<file path="config.mk">
export PLATFORM = sky130hd
export DESIGN_NAME = led_blink_arbiter
export DESIGN_NICKNAME = d
export VERILOG_FILES = /design/src/rtl/led_blink_arbiter.sv
export SDC_FILE = /design/constraint.sdc
export NUM_CORES = 1
export LEC_CHECK = 0
export ABC_AREA = 1
export CAP_MARGIN = 20
export CORE_MARGIN = 8
export CORE_UTILIZATION = 52
export DETAILED_ROUTE_END_ITERATION = 7
export PLACE_DENSITY = 0.76
export SYNTH_ARGS = -nofsm -noshare
export SYNTH_HDL_FRONTEND = slang
export SYNTH_SLANG_ARGS = --single-unit
</file>
<file path="constraint.sdc">
create_clock -name CLOCK -period 1.8 [get_ports CLOCK]
set_clock_uncertainty 0.1 [all_clocks]
set_input_delay 0.54 -clock CLOCK [delete_from_list [all_inputs] [get_ports CLOCK]]
set_output_delay 0.54 -clock CLOCK [all_outputs]
set_load 0.01 [all_outputs]
</file>
<file path="src/rtl/led_blink_arbiter.sv">
// Round-robin share of one LED between N_REQ requesters.
// Each grant plays a timed burst of blinks; idle shows a heartbeat.
module led_blink_arbiter #(
    parameter int CLK_HZ    = 16_000_000,
    parameter int TICK_HZ   = 1000,
    parameter int N_REQ     = 4,
    parameter int CNT_W     = 4,
    parameter int ON_TICKS  = 200,
    parameter int OFF_TICKS = 200,
    parameter int GAP_TICKS = 800,
    parameter bit HB_EN     = 1'b1,
    parameter int HB_BIT    = 20
) (
    input  logic                   CLOCK,
    input  logic                   RESET_N,
    input  logic [N_REQ-1:0]       req,
    input  logic [N_REQ*CNT_W-1:0] count,
    output logic [N_REQ-1:0]       grant,
    output logic [N_REQ-1:0]       done,
    output logic                   busy,
    output logic                   led
);
    localparam int DIV  = CLK_HZ / TICK_HZ;
    localparam int PW   = (DIV > 1) ? $clog2(DIV) : 1;
    localparam int IW   = $clog2(N_REQ);
    localparam int TM1  = (ON_TICKS > OFF_TICKS) ? ON_TICKS : OFF_TICKS;
    localparam int TMAX = (TM1 > GAP_TICKS) ? TM1 : GAP_TICKS;
    localparam int TW   = $clog2(TMAX + 1);
    localparam logic [N_REQ-1:0] ONE = N_REQ'(1);

    // ZERO is the single grant cycle of a zero-length burst
    typedef enum logic [2:0] {IDLE, ON, OFF, GAP, ZERO, DONE} state_t;

    state_t           state;
    logic [31:0]      hb_cnt;
    logic [31:0]      hb_nxt;
    logic [PW-1:0]    presc;
    logic [TW-1:0]    tcnt;
    logic [TW-1:0]    lim;
    logic [CNT_W-1:0] rem;
    logic [CNT_W-1:0] cnt_sel;
    logic [IW-1:0]    idx;
    logic [IW-1:0]    last;
    logic [IW-1:0]    win_idx;
    logic [IW-1:0]    j;
    logic             win_vld;
    logic             tick;
    logic             phase_end;
    logic [N_REQ-1:0] win_oh;
    logic [N_REQ-1:0] idx_oh;

    assign hb_nxt = hb_cnt + 32'd1;
    assign tick   = (presc == PW'(DIV - 1));
    assign win_oh = ONE << win_idx;
    assign idx_oh = ONE << idx;

    // Walk downward so the slot right after last wins
    always_comb begin
        win_vld = 1'b0;
        win_idx = '0;
        j       = '0;
        for (int k = N_REQ; k >= 1; k--) begin
            j = IW'((int'(last) + k) % N_REQ);
            if (req[j]) begin
                win_vld = 1'b1;
                win_idx = j;
            end
        end
    end

    always_comb begin
        cnt_sel = '0;
        for (int i = 0; i < N_REQ; i++) begin
            if (win_idx == IW'(i)) begin
                cnt_sel = count[i*CNT_W +: CNT_W];
            end
        end
    end

    always_comb begin
        lim = '0;
        case (state)
            ON:      lim = TW'(ON_TICKS - 1);
            OFF:     lim = TW'(OFF_TICKS - 1);
            GAP:     lim = TW'(GAP_TICKS - 1);
            default: lim = '0;
        endcase
    end

    assign phase_end = tick && (tcnt == lim);

    always_ff @(posedge CLOCK or negedge RESET_N) begin
        if (!RESET_N) begin
            state  <= IDLE;
            grant  <= '0;
            done   <= '0;
            busy   <= 1'b0;
            led    <= 1'b0;
            hb_cnt <= '0;
            presc  <= '0;
            tcnt   <= '0;
            rem    <= '0;
            idx    <= '0;
            last   <= IW'(N_REQ - 1);
        end else begin
            hb_cnt <= hb_nxt;
            done   <= '0;
            presc  <= tick ? '0 : presc + 1'b1;
            if (tick) begin
                tcnt <= tcnt + 1'b1;
            end
            if (phase_end) begin
                presc <= '0;
                tcnt  <= '0;
            end
            case (state)
                IDLE: begin
                    led <= HB_EN & hb_nxt[HB_BIT];
                    if (win_vld) begin
                        idx   <= win_idx;
                        grant <= win_oh;
                        busy  <= 1'b1;
                        rem   <= cnt_sel;
                        presc <= '0;
                        tcnt  <= '0;
                        if (cnt_sel != '0) begin
                            state <= ON;
                            led   <= 1'b1;
                        end else begin
                            state <= ZERO;
                            led   <= 1'b0;
                        end
                    end
                end
                ON: begin
                    if (phase_end) begin
                        rem   <= rem - 1'b1;
                        led   <= 1'b0;
                        state <= (rem == CNT_W'(1)) ? GAP : OFF;
                    end
                end
                OFF: begin
                    if (phase_end) begin
                        led   <= 1'b1;
                        state <= ON;
                    end
                end
                GAP: begin
                    if (phase_end) begin
                        done  <= idx_oh;
                        state <= DONE;
                    end
                end
                ZERO: begin
                    done  <= idx_oh;
                    state <= DONE;
                end
                DONE: begin
                    state <= IDLE;
                    grant <= '0;
                    busy  <= 1'b0;
                    last  <= idx;
                    led   <= HB_EN & hb_nxt[HB_BIT];
                end
                default: state <= IDLE;
            endcase
        end
    end
endmodule

</file>
==> flow_summary.json <==
{
  "yosysUniqueCellTypes": 42,
  "critPathLaunchType": "flop",
  "yosysWarningCount": 0,
  "antenna_found_initial": 0,
  "die_area_um2": 10100,
  "detail_route.iter0.violations": 160,
  "worst-path-buf-inv": 4,
  "n_fill_cell": 381,
  "synthArstFlopShare_pct": 100,
  "areaGrowthSynthToFinish_pct": 52.3,
  "power.internal_mw": 2.34,
  "max_freq_mhz": 427,
  "drt_wl_total_um": 10800,
  "syn_area_um2": 3700,
  "fin_tns_setup_ns": -16.23,
  "max_slew_margin_pct": 76.4,
  "hold_class": "input pin to asynchronous set/reset pin",
  "ant_nets": 0,
  "fin_ws_ns": -0.542,
  "grt_pass1_wl_um": 17200,
  "yosysTopAreaCell": "dfrtp_1",
  "cp.arrival_ns": 2.48,
  "via_per_inst": 5.31,
  "wl_per_cell_um": 15.4,
  "power.total_mw": 3.06,
  "switchingPower_uw": 727,
  "combPwrFrac_pct": 9.1,
  "maxCapViolations": 0,
  "ys_seq_area_share_pct": 44.7,
  "htreeDepth": 3,
  "worst_pin_slew_ns": 0.353,
  "swShare_pct": 23.7,
  "start_util_pct": 54.2,
  "boundaryPins": 32,
  "crit_family": "simple AND/OR/NAND/NOR gates",
  "slew_viol_final": 0,
  "power.density_nw_per_um2": 543,
  "chipWidth_um": 100,
  "violations": "negative setup slack",
  "clock_power_share_pct": 41.7,
  "path_clk_slew_ns": 0.07,
  "gp_routability_congestion": 0.925,
  "insertion_delay_ns": 0.35,
  "synth_ff_type": "dfrtp_1",
  "core_um2": 6830,
  "worstPathRequired_ns": 1.94,
  "cts_tree": "built",
  "cpMaxStageDelayCell": "dfstp_2",
  "synth-edff-count": 0,
  "cts_made_buffers": 9,
  "leakage_nw": 2.69,
  "nNetsFinal": 630,
  "synthCells": 449,
  "syn_avg_cell_area_um2": 8.25,
  "outcome": "finished with violations",
  "dpl_worst_slack_ns": -0.815,
  "antenna_cells": 0,
  "grtUsageTotal_pct": 21.2,
  "worst_path_largest_cell_delay_ns": 0.60,
  "rsz0062_at_grt": "yes",
  "drc": 0,
  "p_seq_share_pct": 49.2,
  "die_height_um": 100,
  "vias": 3737,
  "yosys_register_bits": 66,
  "post-dp-hpwl_um": 6420,
  "timing.hold.ws_ns": 0.104,
  "clock_sinks": 66,
  "path_cells": "inv_4 -> buf_4 -> buf_4 -> nor2_2 -> nand3_2 -> buf_4 -> nand4_1 -> nand4_2 -> nor2_2 -> nand2_1 -> nand2_1 -> nand2_1 -> nand2_1 -> nand2_1",
  "critPathMaxFanout": 8,
  "cpMostUsedCell": "nand2_1",
  "grt_max_degree": 67,
  "synth.area.top_cells": "dfrtp_1 (43%), nand2_1 (7.6%), xor2_1 (5.9%)",
  "period_share_pct": 130,
  "cts_root_buf": "clkbuf_8",
  "firstDrtPassIters": 4,
  "grt_pass1_vias": 3819,
  "ir_worst_vdd_v": 0.000368,
  "grt-ovfl-total": 0,
  "min_period_ns": 2.34,
  "hold_violations": 0,
  "drive_gt1_share_pct": 40.5,
  "finalSetupViolations": 49,
  "worst_setup_path_end_kind": "flop",
  "syn-num-nets": 476,
  "worst-setup-path-type": "flop to flop",
  "clockBufferDepth": 2,
  "synth_top_area_share_pct": 43.3,
  "fp-row-count": 30,
  "io_buffers": 31
}
layout by cell type, fill, tap and decap left out, types with 4 or more instances in the layout:
cell / count
nor2_1: 37
nand2_2: 17
nor2_2: 16
dfrtp_1: 64
buf_6: 9
nand3_1: 20
nand2_1: 62
inv_2: 7
o21ai_0: 7
inv_1: 55
nor3_1: 4
xor2_1: 24
nand4_1: 14
clkbuf_8: 11
a21oi_1: 14
nand2_4: 8
buf_4: 103
dlygate4sd2_1: 14
xnor2_1: 5
o21ai_1: 9
clkdlybuf4s50_1: 16
nand3_2: 14
nor3_2: 11
nor2_4: 7
flip-flops by register name, summed over array words and instances, names as in the netlist:
register / flops
presc: 14
hb_cnt: 21
rem: 4
tcnt: 10
last: 2
busy: 1
idx: 2
led: 1
state: 3
grant: 4
done: 4
synthesized netlist by cell type (4+ instances only):
| library cell | n |
|---|---|
| o21ai_1 | 9 |
| a21oi_1 | 17 |
| xnor2_1 | 5 |
| xor2_1 | 25 |
| inv_1 | 57 |
| nor3_1 | 15 |
| nand3_1 | 32 |
| inv_2 | 6 |
| dfrtp_1 | 64 |
| nand2_1 | 75 |
| nor2_1 | 52 |
| nand3_2 | 4 |
| nor2_2 | 5 |
| o21ai_0 | 8 |
| nand4_1 | 14 |
| ha_1 | 5 |
| nand2_2 | 12 |
worst reg2reg max path, delay by kind of cell, from the launching register on:
| kind | cells | cell delay (ns) |
|---|---|---|
| and+or+nand+nor | 10 | 0.95 |
| DFF | 1 | 0.60 |
| buffers and inverters | 4 | 0.58 |
final timing paths:
path / start / end / cells past startpoint / slack (ns)
worst max-delay path: last[0] / state[0] / 14 / -0.54
worst min-delay path: RESET_N / grant[2] / 2 / 0.10
worst max register to register: last[0] / state[0] / 14 / -0.54
worst min register to register: hb_cnt[18] / hb_cnt[18] / 1 / 0.38
max in group asynchronous: RESET_N / last[0] / 2 / 1.19
min in group CLOCK: hb_cnt[18] / hb_cnt[18] / 1 / 0.38
stage by stage:
stage / area (um2) / cells / util (%)
6_report: 5640 / 704 / 82.5
4_1_cts: 5510 / 699 / 80.7
5_1_grt: 5640 / 704 / 82.5
3_3_place_gp: 4810 / 659 / 70.4
2_1_floorplan: 3750 / 449 / -
3_5_place_dp: 4810 / 659 / 70.4
final cells by class:
| cell class | instances | area [um2] | share of cell area [%] |
|---|---|---|---|
| multi-input combinational | 313 | 2160 | 38.4 |
| clock inverter | 3 | 40.0 | 0.710 |
| inverter | 65 | 249 | 4.42 |
| clock buffer | 13 | 159 | 2.82 |
| sequential | 66 | 1650 | 29.3 |
| timing repair buffer | 148 | 1250 | 22.2 |
| tap | 96 | 120 | 2.13 |
power groups by stage:
stage          Combinational, mW  Sequential [mW]  Clock, mW
6_report                   0.278             1.51       1.28
5_1_grt                    0.302             1.51       1.36
4_1_cts                    0.263             1.51       1.30
3_5_place_dp               0.228             1.53          0
3_3_place_gp               0.224             1.53          0
2_1_floorplan              0.101             1.53          0
per-layer routing:
layer / wire (um) / up-vias / GRT usage (%)
met5: 0 / - / 0
met4: 239 / 0 / 9.19
met3: 594 / 29 / 6.02
met2: 5530 / 123 / 37.1
met1: 4450 / 1813 / 23.5
li1: - / 1772 / -
timing repair:
item / CTS / global route
gates cloned: 1 / 0
hold buffers: 0 / 0
endpoints found under the setup margin: 58 / 52
resized for setup: 98 / 17
pin swaps: 36 / 13
buffers inserted: 23 / 5
cell families after synthesis:
family,count (synthesis),synth area share [%]
flops,66,44.7
fa+ha+maj,5,1.69
simple gates,232,31.5
buf+inv,71,8.01
compound gates,45,7.06
xor+xnor,30,7.10
Note: power is estimated with default switching activity, not from simulation.
